## src/rtl/carry_skip_pipe_adder_if.sv

```systemverilog
`default_nettype none
// +----------------------------------------------------------------------------+
// | Module   : carry_skip_pipe_adder_if                                        |
// | Purpose  : Operand/result bus of the pipelined carry-skip adder.           |
// |            Input side: in_valid/in_ready handshake, a, b, cin, sub.        |
// |            Output side: out_valid/out_ready handshake, sum, cout, ovf,     |
// |            skip_mask (one bit per BLK-bit carry-skip block).               |
// |            slave  = the adder, master = whoever drives operands and        |
// |            consumes results.                                               |
// | Revision : 1.0  initial release                                            |
// +----------------------------------------------------------------------------+
interface carry_skip_pipe_adder_if #(
  parameter int WIDTH = 16,
  parameter int BLK   = 4
) ();
  localparam int NBLK = WIDTH / BLK;

  logic             in_valid;
  logic             in_ready;
  logic [WIDTH-1:0] a;
  logic [WIDTH-1:0] b;
  logic             cin;
  logic             sub;
  logic             out_valid;
  logic             out_ready;
  logic [WIDTH-1:0] sum;
  logic             cout;
  logic             ovf;
  logic [NBLK-1:0]  skip_mask;

  modport slave (
    input  in_valid, a, b, cin, sub, out_ready,
    output in_ready, out_valid, sum, cout, ovf, skip_mask
  );

  modport master (
    output in_valid, a, b, cin, sub, out_ready,
    input  in_ready, out_valid, sum, cout, ovf, skip_mask
  );
endinterface
`default_nettype wire

```

## src/rtl/carry_skip_pipe_adder.sv

```systemverilog
`default_nettype none
// +----------------------------------------------------------------------------+
// | Module   : carry_skip_pipe_adder                                           |
// | Purpose  : Pipelined carry-skip adder/subtractor with valid/ready flow     |
// |            control. SPS carry-skip blocks of BLK bits are evaluated per    |
// |            stage, giving LAT = WIDTH/BLK/SPS register stages.              |
// | Ports    : clk  - rising-edge clock                                        |
// |            rst  - synchronous active-high reset                            |
// |            bus  - slave side of carry_skip_pipe_adder_if (operands in,     |
// |                   sum/cout/ovf/skip_mask out, global-stall handshake)      |
// | Revision : 1.0  initial release                                            |
// +----------------------------------------------------------------------------+
module carry_skip_pipe_adder #(
  parameter int WIDTH = 16,
  parameter int BLK   = 4,
  parameter int SPS   = 2
) (
  input logic                    clk,
  input logic                    rst,
  carry_skip_pipe_adder_if.slave bus
);
  localparam int NBLK = WIDTH / BLK;
  localparam int LAT  = NBLK / SPS;
  localparam int SW   = SPS * BLK;   // operand bits consumed per stage

  typedef struct packed {
    logic [SW-1:0]  sum;
    logic [SPS-1:0] skip;
    logic           cout;
  } stage_res_t;

  // One stage worth of carry-skip blocks. Inside a block the sum ripples;
  // the block carry-out bypasses the ripple whenever all propagates are set.
  function automatic stage_res_t eval_stage(input logic [SW-1:0] a_s,
                                            input logic [SW-1:0] bb_s,
                                            input logic          c_s);
    stage_res_t r;
    logic       c;
    logic       rc;
    logic       prop;
    logic       p;
    r = '0;
    c = c_s;
    for (int j = 0; j < SPS; j++) begin
      rc   = c;
      prop = 1'b1;
      for (int t = 0; t < BLK; t++) begin
        p                = a_s[j*BLK+t] ^ bb_s[j*BLK+t];
        r.sum[j*BLK+t]   = p ^ rc;
        rc               = (a_s[j*BLK+t] & bb_s[j*BLK+t]) | (p & rc);
        prop             = prop & p;
      end
      r.skip[j] = prop;
      c         = prop ? c : rc;
    end
    r.cout = c;
    return r;
  endfunction

  // Global stall: every register advances together or holds together.
  logic advance;

  logic             out_valid_q, out_valid_d;
  logic [WIDTH-1:0] sum_q, sum_d;
  logic             cout_q, cout_d;
  logic             ovf_q, ovf_d;
  logic [NBLK-1:0]  skip_q, skip_d;

  assign advance       = !out_valid_q || bus.out_ready;
  assign bus.in_ready  = advance;
  assign bus.out_valid = out_valid_q;
  assign bus.sum       = sum_q;
  assign bus.cout      = cout_q;
  assign bus.ovf       = ovf_q;
  assign bus.skip_mask = skip_q;

  for (genvar k = 0; k < LAT; k++) begin : g_stage
    localparam int DONE = k * SW;          // result bits finished upstream
    localparam int REM  = WIDTH - DONE;    // operand bits still to add

    logic [REM-1:0]       a_in;
    logic [REM-1:0]       bb_in;
    logic                 c_in;
    logic                 v_in;
    logic [DONE+SW-1:0]   sum_acc;
    logic [(k+1)*SPS-1:0] skip_acc;
    stage_res_t           res;

    assign res = eval_stage(a_in[SW-1:0], bb_in[SW-1:0], c_in);

    if (k == 0) begin : g_head
      // Subtract is a + ~b + 1; the borrow-in flips the carry-in.
      assign a_in     = bus.a;
      assign bb_in    = bus.b ^ {WIDTH{bus.sub}};
      assign c_in     = bus.cin ^ bus.sub;
      assign v_in     = bus.in_valid;
      assign sum_acc  = res.sum;
      assign skip_acc = res.skip;
    end else begin : g_tail
      assign a_in     = g_stage[k-1].g_reg.a_q;
      assign bb_in    = g_stage[k-1].g_reg.bb_q;
      assign c_in     = g_stage[k-1].g_reg.c_q;
      assign v_in     = g_stage[k-1].g_reg.valid_q;
      assign sum_acc  = {res.sum, g_stage[k-1].g_reg.sum_q};
      assign skip_acc = {res.skip, g_stage[k-1].g_reg.skip_q};
    end

    if (k < LAT - 1) begin : g_reg
      logic                 valid_q, valid_d;
      logic                 c_q, c_d;
      logic [DONE+SW-1:0]   sum_q, sum_d;
      logic [(k+1)*SPS-1:0] skip_q, skip_d;
      // Only the not-yet-added operand bits travel on down the pipe.
      logic [REM-SW-1:0]    a_q, a_d;
      logic [REM-SW-1:0]    bb_q, bb_d;

      always_comb begin
        valid_d = valid_q;
        c_d     = c_q;
        sum_d   = sum_q;
        skip_d  = skip_q;
        a_d     = a_q;
        bb_d    = bb_q;
        if (advance) begin
          valid_d = v_in;
          c_d     = res.cout;
          sum_d   = sum_acc;
          skip_d  = skip_acc;
          a_d     = a_in[REM-1:SW];
          bb_d    = bb_in[REM-1:SW];
        end
      end

      always_ff @(posedge clk) begin
        if (rst) begin
          valid_q <= 1'b0;
          c_q     <= 1'b0;
          sum_q   <= '0;
          skip_q  <= '0;
          a_q     <= '0;
          bb_q    <= '0;
        end else begin
          valid_q <= valid_d;
          c_q     <= c_d;
          sum_q   <= sum_d;
          skip_q  <= skip_d;
          a_q     <= a_d;
          bb_q    <= bb_d;
        end
      end
    end else begin : g_out
      always_comb begin
        out_valid_d = out_valid_q;
        sum_d       = sum_q;
        cout_d      = cout_q;
        ovf_d       = ovf_q;
        skip_d      = skip_q;
        if (advance) begin
          out_valid_d = v_in;
          sum_d       = sum_acc;
          cout_d      = res.cout;
          // Carry into the MSB is recovered as a ^ bb ^ sum at that bit.
          ovf_d       = a_in[SW-1] ^ bb_in[SW-1] ^ res.sum[SW-1] ^ res.cout;
          skip_d      = skip_acc;
        end
      end

      always_ff @(posedge clk) begin
        if (rst) begin
          out_valid_q <= 1'b0;
          sum_q       <= '0;
          cout_q      <= 1'b0;
          ovf_q       <= 1'b0;
          skip_q      <= '0;
        end else begin
          out_valid_q <= out_valid_d;
          sum_q       <= sum_d;
          cout_q      <= cout_d;
          ovf_q       <= ovf_d;
          skip_q      <= skip_d;
        end
      end
    end
  end
endmodule
`default_nettype wire

```

## src/flat_wrapper.sv

```systemverilog
// flat-port wrapper written by rule: the top's interface ports become plain ports
module carry_skip_pipe_adder_flat 
#(
  parameter int WIDTH = 16,
  parameter int BLK   = 4,
  parameter int SPS   = 2
)
  (clk, rst, bus_in_valid, bus_a, bus_b, bus_cin, bus_sub, bus_out_ready, bus_in_ready, bus_out_valid, bus_sum, bus_cout, bus_ovf, bus_skip_mask);
  carry_skip_pipe_adder_if #(.WIDTH(WIDTH), .BLK(BLK)) bus_i ();
  input logic clk;
  input logic rst;
  input wire logic [$bits(bus_i.in_valid)-1:0] bus_in_valid;
  input wire logic [$bits(bus_i.a)-1:0] bus_a;
  input wire logic [$bits(bus_i.b)-1:0] bus_b;
  input wire logic [$bits(bus_i.cin)-1:0] bus_cin;
  input wire logic [$bits(bus_i.sub)-1:0] bus_sub;
  input wire logic [$bits(bus_i.out_ready)-1:0] bus_out_ready;
  output wire logic [$bits(bus_i.in_ready)-1:0] bus_in_ready;
  output wire logic [$bits(bus_i.out_valid)-1:0] bus_out_valid;
  output wire logic [$bits(bus_i.sum)-1:0] bus_sum;
  output wire logic [$bits(bus_i.cout)-1:0] bus_cout;
  output wire logic [$bits(bus_i.ovf)-1:0] bus_ovf;
  output wire logic [$bits(bus_i.skip_mask)-1:0] bus_skip_mask;
  assign bus_i.in_valid = bus_in_valid;
  assign bus_i.a = bus_a;
  assign bus_i.b = bus_b;
  assign bus_i.cin = bus_cin;
  assign bus_i.sub = bus_sub;
  assign bus_i.out_ready = bus_out_ready;
  assign bus_in_ready = bus_i.in_ready;
  assign bus_out_valid = bus_i.out_valid;
  assign bus_sum = bus_i.sum;
  assign bus_cout = bus_i.cout;
  assign bus_ovf = bus_i.ovf;
  assign bus_skip_mask = bus_i.skip_mask;
  carry_skip_pipe_adder #(.WIDTH(WIDTH), .BLK(BLK), .SPS(SPS)) u_core (.clk(clk), .rst(rst), .bus(bus_i));
endmodule
```

## config.mk

```make
export PLATFORM = sky130hd
export DESIGN_NAME = carry_skip_pipe_adder_flat
export DESIGN_NICKNAME = d
export VERILOG_FILES = /design/src/rtl/carry_skip_pipe_adder_if.sv /design/src/rtl/carry_skip_pipe_adder.sv /design/src/flat_wrapper.sv
export SDC_FILE = /design/constraint.sdc
export NUM_CORES = 1
export LEC_CHECK = 0
export CAP_MARGIN = 20
export CORE_UTILIZATION = 53
export DETAILED_ROUTE_END_ITERATION = 8
export GPL_ROUTABILITY_DRIVEN = 0
export GPL_TIMING_DRIVEN = 0
export MAX_ROUTING_LAYER = met4
export PLACE_DENSITY = 0.81
export RECOVER_POWER = 25
export SKIP_LAST_GASP = 1
export SLEW_MARGIN = 25
export SYNTH_ARGS = -nofsm -noshare
export SYNTH_HDL_FRONTEND = slang
export SYNTH_SLANG_ARGS = --single-unit
```

## constraint.sdc

```tcl
create_clock -name clk -period 12.3 [get_ports clk]
set_input_delay 2.46 -clock clk [delete_from_list [all_inputs] [get_ports clk]]
set_output_delay 2.46 -clock clk [all_outputs]
set_load 0.005 [all_outputs]
```

* After elaboration in Yosys (flattened, before gate mapping)
Index checks and enable logic that the tools add are counted.
** Word-level totals
- Register bits :: 51
- Bits in latches :: 0
- Bits in writable memories :: 0
- ROM bits :: 0
- Input bits :: 38
- Output and inout bits :: 24
- Memories :: 0
** Cells by class
- Add/subtract/negate cells :: 0
- Multiply operators :: 0
- Div/mod/pow operators :: 0
- $lt $le $gt $ge :: 0
- Eq/ne operators :: 0
- Shift operators :: 0
- Muxes and demuxes :: 4
- Bitwise gates (word level) :: 96
- Reductions and logical operators :: 2
** Operators by type and width (number)
- AND 1 bit :: 44
- bitwise XOR 1 bit :: 35
- bitwise OR 1 bit :: 16
- bitwise XOR 16 bit :: 1
- two-way mux 1 bit :: 4
- zero test 1 bit :: 1
- logical OR 1 bit :: 1

* Depth between registers and ports, before layout
Gate-level depths: netlist of run 1.
- Depth after elaboration :: 20
- Mapped depth :: 17
- Mapped depth without buffers :: 17

* Least setup slack after synthesis of run 1
No wires, ideal clock.
- Kind :: in2reg
- Start point :: in bus_sub
- End point :: reg u_core.g_stage[0].g_reg.sum_q[7]
- Arrival :: 6.567 ns
- Slack :: 5.600 ns
- Stages on the path :: 16
- Path buffers :: 2
- Cell sequence :: buf_6 buf_2 xor2_1 inv_1 fa_1 fa_1 fa_1 fa_1 mux2_4 fa_1 fa_1 fa_1 inv_1 fa_1 nand2_1 a21oi_1
** RTL lines
- start, declared :: line flat_wrapper.sv:16 : input wire logic [$bits(bus_i.sub)-1:0] bus_sub;
- end signal, assigned :: line carry_skip_pipe_adder.sv:145 : sum_q <= sum_d;
- end, declared :: line carry_skip_pipe_adder.sv:111 : logic [DONE+SW-1:0] sum_q, sum_d;

* Final worst setup path of run 1
- Start point :: in bus_out_ready
- End point :: out bus_in_ready
** Between the ends
- Longest elaborated chain between the ends :: 1
** RTL lines
- start, declared :: line flat_wrapper.sv:17 : input wire logic [$bits(bus_i.out_ready)-1:0] bus_out_ready;
- logical OR 1 bit :: line carry_skip_pipe_adder.sv:69 : assign advance = !out_valid_q || bus.out_ready;
- end, declared :: line flat_wrapper.sv:18 : output wire logic [$bits(bus_i.in_ready)-1:0] bus_in_ready;
No other way between the ends.

==> key figures, run 1 <==
Worst setup path
  • CP endpoint kind: output pin
  • Crit path kind: primary input to output pin
  • Critical Path RT: 9840 ps
  • R2R setup slack: 7000 ps
  • Critical Path, Cell by Cell: clkdlybuf4s50_1, nor2b_1, clkbuf_1, inv_2, clkbuf_1, clkdlybuf4s50_1
  • CP arrival: 4260 ps
  • Cell at the slowest stage of the critical path: clkdlybuf4s50_1
  • Worst setup SP type: primary input
  • Crit path max fanout: 10
  • Crit path largest cell delay: 590 ps

Yosys
  • Synth cell types: 27
  • Sequential share of the synthesized area: 0.392
  • Yosys reg bits: 51
  • EDFF count, synth: 0
  • Top_reg_cell synth: dfxtp_1
  • Synth warn: 0
  • Syn nets: 361
  • Syn_area_per_cell: 8.95 um^2
  • Post-Syn Instances: 291
  • Post-Syn Area: 0.00260 mm^2
  • Fraction of registers with async set/reset: 0

Run status
  • Outcome: finished, final reports clean

Clock tree
  • Clock tree buffer depth: 2
  • H-tree lvl count: 2
  • Reg clk slew, reported paths: 90 ps
  • Hold Buf Count CTS: 0
  • Inserted Clock Buffers: 5
  • CTS root buffer: clkbuf_8
  • Total clock sinks: 51
  • Post-cts sizing count: 0
  • CTS tree: yes
  • Post-CTS setup buffer count: 0
  • Worst skew pair latency: 300 ps

Cells and area
  • Final Cell Area: 0.00338 mm^2
  • Layout cells sized above 1: 0.0447
  • Synthesis-to-layout area growth: 29.9%
  • Diodes inserted: 0
  • Fillers: 394
  • Final Non-Filler Cells: 425
  • Total Nets Final: 427
  • Commonest non-fill, non-tap cell in the layout: nand2_1
  • Most frequent cells in the layout: nand2_1 (55), dfxtp_1 (51), clkdlybuf4s50_1 (41)

Job
  • Max cap viols: 0

Floorplan
  • IO Count: 62
  • DIE AREA: 0.00520 mm^2
  • Die Y: 72.1 um
  • Die X: 72.1 um
  • Starting density of the core: 0.551
  • Core footprint: 0.00472 mm^2
  • FP Rows: 25

GRT
  • Vias in the first global route: 1,957
  • Total gr overflow: 0
  • Largest net degree at the start of global routing: 16
  • Initial antenna violation count: 0
  • First-pass GRT wire length: 8910 um
  • All-layer global routing usage: 0.234

Pwr
  • Internal power: 0.000284 W
  • Clock power frac: 0.267
  • Sequential fraction of design power: 0.494
  • Switching part of the total: 0.277
  • Worst IR drop on VDD: 0.0000819 V
  • Pwr Density: 116 mW/mm^2
  • Switching power: 0.000109 W
  • Combinational fraction of design power: 0.239
  • Leak Pwr: 1.51 nW

Min path
  • Worst Hold Class: register to register

Timing
  • Slew HR: 0.632
  • RSZ-0062 raised after global routing: false
  • Worst-Margin Slew: 552 ps
  • Setup TNS: 0 ps
  • Clock Skew: 6.86 ps
  • Slew Viols, Final: 0
  • Endpoints failing hold: 0
  • Final worst-path cycle share: 0.546
  • Fmax: 0.149 GHz
  • Endpoints failing setup: 0
  • Tmin final: 6720 ps

Placed design
  • Cell Area, Placed: 0.00328 mm^2
  • Port Buffer Count: 59
  • Dpl cells: 417
  • Post-DP HPWL: 4310 um

Drt
  • DRC viols: 0
  • Vias/cell: 4.95
  • DR vias: 2,104
  • Antenna-violating nets left: 0
  • WL final: 5450 um
  • Mean routed wirelength per cell: 12.8 um
  • Drt pass-1 iters: 6
  • Initial drt markers: 116
## worst paths after layout
| path | start | endpoint | depth (start not counted) |
|---|---|---|---|
| worst max-delay path | bus_out_ready | bus_in_ready | 6 |
| worst max register to register | u_core.g_stage[0].g_reg.c_q | u_core.bus.ovf | 17 |
| worst min-delay path | u_core.bus.skip_mask[1] | u_core.bus.skip_mask[1] | 2 |
| worst min register to register | u_core.bus.skip_mask[1] | u_core.bus.skip_mask[1] | 2 |
## per-layer routing
layer  routed length [um]  part of all wire  vias to the layer above  track usage
li1                     -                 -                     1061            -
met5                    0                 0                        -            -
met2                 2680              0.49                       57        0.382
met1                 2440              0.45                      979        0.294
met3                  263             0.048                        7       0.0444
met4                   63             0.012                        0       0.0719
## area by class of cell
type                    instances  area, um^2  area share
multi-input cells             197        1410       0.417
flip-flops and latches         51        1020       0.302
repair buffers                 59         591       0.175
clock buffers                   7        96.3      0.0285
inverters                      24        90.1      0.0266
well taps                      67        83.8      0.0248
plain buffers                  19        82.6      0.0244
clock inverters                 1        7.51     0.00222
## sequential cells by signal, indices dropped and copies added, names as in the netlist
| name | count |
|---|---|
| u_core.g_stage.g_reg.valid_q | 1 |
| u_core.g_stage.g_reg.a_q | 8 |
| u_core.g_stage.g_reg.bb_q | 8 |
| u_core.g_stage.g_reg.skip_q | 2 |
| u_core.g_stage.g_reg.sum_q | 8 |
| u_core.bus.skip_mask | 4 |
| u_core.bus.sum | 16 |
| u_core.bus.ovf | 1 |
| u_core.bus.cout | 1 |
| u_core.g_stage.g_reg.c_q | 1 |
| u_core.bus.out_valid | 1 |
## cells in the mapped netlist (2+ instances only)
master | count | area share
xor2_1 | 10 | 0.034
nand2_1 | 55 | 0.079
clkbuf_1 | 15 | 0.022
xnor2_1 | 7 | 0.024
fa_1 | 16 | 0.12
nor2_1 | 28 | 0.040
buf_2 | 3 | 0.0058
ha_1 | 16 | 0.077
dfxtp_1 | 51 | 0.39
a211oi_1 | 17 | 0.049
nand4_1 | 4 | 0.0096
inv_1 | 23 | 0.033
nand3_1 | 2 | 0.0038
a21oi_1 | 31 | 0.060
## stage by stage
step	worst slack [ps]	hold slack (ps)	utilization	power [W]
final	5580	447	0.716	0.000393
after global routing	5480	468	0.716	0.000413
after CTS	5550	455	0.716	0.000396
after detailed placement	5320	442	0.694	0.000294
after global placement	5410	438	0.694	0.000290
after floorplan	5600	432	-	0.000250
## power groups by stage
| stage | combinational [W] | clock (W) | sequential [W] |
|---|---|---|---|
| after floorplan | 0.0000532 | 0 | 0.000196 |
| after detailed placement | 0.0000956 | 0 | 0.000198 |
| after global placement | 0.0000929 | 0 | 0.000197 |
| final | 0.0000938 | 0.000105 | 0.000194 |
| after CTS | 0.0000961 | 0.000105 | 0.000194 |
| after global routing | 0.000105 | 0.000111 | 0.000196 |
## kinds of logic after synthesis
group / Yosys count / share of synthesized area
DFF: 51 / 0.392
adders and majority gates: 32 / 0.200
buffers and inverters: 43 / 0.0663
muxes: 2 / 0.00961
xor gates and xnor gates: 18 / 0.0634
and+or+nand+nor: 92 / 0.141
AOI/OAI and AO/OA: 53 / 0.127
## critical path, delay by kind of cell
kind	cells	cell delay [ps]
and+or+nand+nor	1	40
buffers and inverters	5	1750
Power figures use the tool's default switching activity.
==> run 2: changes to the inputs <==
--- a/config.mk
+++ b/config.mk
@@ -6,12 +6,12 @@
 export NUM_CORES = 1
 export LEC_CHECK = 0
 export CAP_MARGIN = 20
-export CORE_UTILIZATION = 53
+export CORE_UTILIZATION = 50
 export DETAILED_ROUTE_END_ITERATION = 8
 export GPL_ROUTABILITY_DRIVEN = 0
 export GPL_TIMING_DRIVEN = 0
 export MAX_ROUTING_LAYER = met4
-export PLACE_DENSITY = 0.81
+export PLACE_DENSITY = 0.77
 export RECOVER_POWER = 25
 export SKIP_LAST_GASP = 1
 export SLEW_MARGIN = 25
==> constraint.sdc (replaced) <==
create_clock -name clk -period 7 [get_ports clk]
set_input_delay 1.4 -clock clk [delete_from_list [all_inputs] [get_ports clk]]
set_output_delay 1.4 -clock clk [all_outputs]
set_load 0.005 [all_outputs]
==> key figures, run 2 (synthesized netlist as in run 1, its figures left out) <==
Timing
  • Final worst-path cycle share: 0.792
  • Fmax: 0.180 GHz
  • Slew Viols, Final: 0 (unchanged)
  • Endpoints failing setup: 0 (unchanged)
  • Slew HR: 0.644 (+0.0121)
  • Clock Skew: 5.89 ps (-0.963 ps)
  • Tmin final: 5550 ps
  • Hold Slack: 447 ps (-0.0110 ps)
  • Endpoints failing hold: 0 (unchanged)
  • RSZ-0062 raised after global routing: false
  • Setup TNS: 0 ps (unchanged)
  • Worst-Margin Slew: 534 ps (-18.2 ps)

Drt
  • WL final: 5770 um (+6.0%)
  • DR vias: 2,131 (+1.3%)
  • Vias/cell: 5.01 (+1.3%)
  • Antenna-violating nets left: 0 (unchanged)
  • Drt pass-1 iters: 4 (-2)
  • DRC viols: 0 (unchanged)
  • Initial drt markers: 108 (-6.9%)
  • Mean routed wirelength per cell: 13.6 um (+6.0%)

Pwr
  • Worst IR drop on VDD: 0.000128 V (+57%)
  • Switching part of the total: 0.269 (-0.00780)
  • Leak Pwr: 1.52 nW (+0.64%)
  • Internal power: 0.000525 W (+85%)
  • Combinational fraction of design power: 0.231 (-0.008)
  • Sequential fraction of design power: 0.477 (-0.017)
  • Clock power frac: 0.292 (+0.025)
  • Switching power: 0.000193 W (+78%)
  • Pwr Density: 211 mW/mm^2 (+82%)

Worst setup path
  • Crit path top cell by count: fa_1
  • Crit path max fanout: 2 (-8)
  • CP arrival: 5720 ps (+1460 ps)
  • Crit path kind: primary input to register
  • CP top delay family: adder cells
  • FF-to-FF End: u_core.bus.ovf
  • Reg2reg path depth: 17 (unchanged)
  • Crit path largest cell delay: 470 ps (-120 ps)
  • Cell at the slowest stage of the critical path: clkdlybuf4s50_1
  • R2R setup slack: 1690 ps (-5310 ps)
  • Crit path launch: bus_b[0]
  • Critical Path RT: 7180 ps (-2660 ps)
  • Buf+Inv Stages, Crit Path: 3 (-2)
  • Crit Reg-Reg Startpoint: u_core.g_stage[0].g_reg.c_q
  • CP endpoint kind: register
  • Crit. path cell count: 15 (+9)
  • Worst setup SP type: primary input
  • Crit path to: u_core.g_stage[0].g_reg.sum_q[7]
  • Critical Path, Cell by Cell: clkdlybuf4s50_1, xor2_1, inv_1, fa_1, fa_1, fa_1, fa_1, mux2_4, fa_1, fa_1, fa_1, inv_1, fa_1, nand2_1, a21oi_1

Run status
  • Outcome: finished, final reports clean

Floorplan
  • Starting density of the core: 0.534 (-0.0177)
  • FP Rows: 25 (unchanged)
  • DIE AREA: 0.00550 mm^2 (+5.8%)
  • Die X: 74.2 um (+2.9%)
  • Core footprint: 0.00488 mm^2 (+3.3%)
  • Die Y: 74.2 um (+2.9%)
  • IO Count: 62 (unchanged)

Clock tree
  • CTS root buffer: clkbuf_8
  • Post-CTS setup buffer count: 0 (unchanged)
  • Inserted Clock Buffers: 5 (unchanged)
  • Total clock sinks: 51 (unchanged)
  • H-tree lvl count: 2 (unchanged)
  • Post-cts sizing count: 0 (unchanged)
  • Reg clk slew, reported paths: 90 ps (about the same)
  • Hold Buf Count CTS: 0 (unchanged)
  • Clock tree buffer depth: 2 (unchanged)
  • Worst skew pair latency: 300 ps (about the same)
  • CTS tree: yes

Cells and area
  • Max FFs per register: 16 (unchanged)
  • Fillers: 413 (+4.8%)
  • Layout cells sized above 1: 0.0447 (unchanged)
  • Total Nets Final: 427 (unchanged)
  • Most frequent cells in the layout: nand2_1 (55), dfxtp_1 (51), clkdlybuf4s50_1 (41)
  • Commonest non-fill, non-tap cell in the layout: nand2_1
  • Final Non-Filler Cells: 425 (unchanged)
  • Diodes inserted: 0 (unchanged)
  • Multi-input gate area: 0.00141 mm^2 (unchanged)
  • Synthesis-to-layout area growth: 30.4%
  • Register area: 0.00102 mm^2 (unchanged)

GRT
  • First-pass GRT wire length: 9360 um (+5.1%)
  • All-layer global routing usage: 0.238 (+0.00437)
  • Vias in the first global route: 2,052 (+4.9%)
  • Initial antenna violation count: 0 (unchanged)
  • Largest net degree at the start of global routing: 16 (unchanged)
  • Total gr overflow: 0 (unchanged)

Placed design
  • Post-DP HPWL: 4430 um (+2.9%)
  • Port Buffer Count: 59 (unchanged)
  • Dpl cells: 417 (unchanged)

Min path
  • Worst Hold Class: register to register

Job
  • Max cap viols: 0 (unchanged)
## run 2: cell count changes in the layout (fill, tap and decap cells not counted), sizes merged
cell	before	now
bufinv	0	1
clkbuf	22	21
clkinv	0	1
clkinvlp	1	0
## run 2: worst min path at each step
stage | start | endpoint | slack [ps] | depth (start not counted)
floorplan | u_core.g_stage[0].g_reg.sum_q[7] | u_core.g_stage[0].g_reg.sum_q[7] | 430 | 2
global placement | u_core.bus.skip_mask[1] | u_core.bus.skip_mask[1] | 440 | 2
detailed placement | u_core.bus.skip_mask[0] | u_core.bus.skip_mask[0] | 440 | 2
CTS | u_core.bus.skip_mask[0] | u_core.bus.skip_mask[0] | 460 | 2
global route | u_core.bus.skip_mask[0] | u_core.bus.skip_mask[0] | 470 | 2
finish | u_core.bus.skip_mask[0] | u_core.bus.skip_mask[0] | 450 | 2
## run 2: area by class of cell
cell class,count,share of cell area
Inverter,24,0.0265
Timing Repair Buffer,59,0.174
Multi-Input combinational cell,197,0.415
Tap cell,67,0.0247
Clock buffer,6,0.0243
Sequential cell,51,0.301
Buffer,19,0.0243
Clock inverter,2,0.0103
## run 2: power groups by stage
| stage | clock network, W | registers (W) | logic, W |
|---|---|---|---|
| 2_1_floorplan | 0 | 0.000345 | 0.0000935 |
| 3_3_place_gp | 0 | 0.000347 | 0.000163 |
| 3_5_place_dp | 0 | 0.000349 | 0.000169 |
| 4_1_cts | 0.000211 | 0.000343 | 0.000171 |
| 5_1_grt | 0.000224 | 0.000345 | 0.000187 |
| 6_report | 0.000210 | 0.000342 | 0.000166 |
## run 2: layer usage
metal,global-route usage,vias up,share of wire
met4,0.0748,0,0.012
met3,0.0407,6,0.050
met5,-,-,0
met2,0.395,67,0.49
met1,0.296,988,0.44
li1,-,1070,-
## run 2: tightest hold or removal path: cells and delay by family, from the launching register on
kind | cells | cell delay, ps
flops | 1 | 310
simple gates | 1 | 50
compound gates | 1 | 50
## run 2: metrics by stage
stage          instance area (um^2)  total power [W]  setup WS (ps)   util
2_1_floorplan                  2600         0.000438           1360      -
3_3_place_gp                   3280         0.000510           1180  0.672
3_5_place_dp                   3280         0.000518           1120  0.672
4_1_cts                        3400         0.000725           1420  0.696
5_1_grt                        3400         0.000757           1290  0.696
6_report                       3400         0.000718           1450  0.696
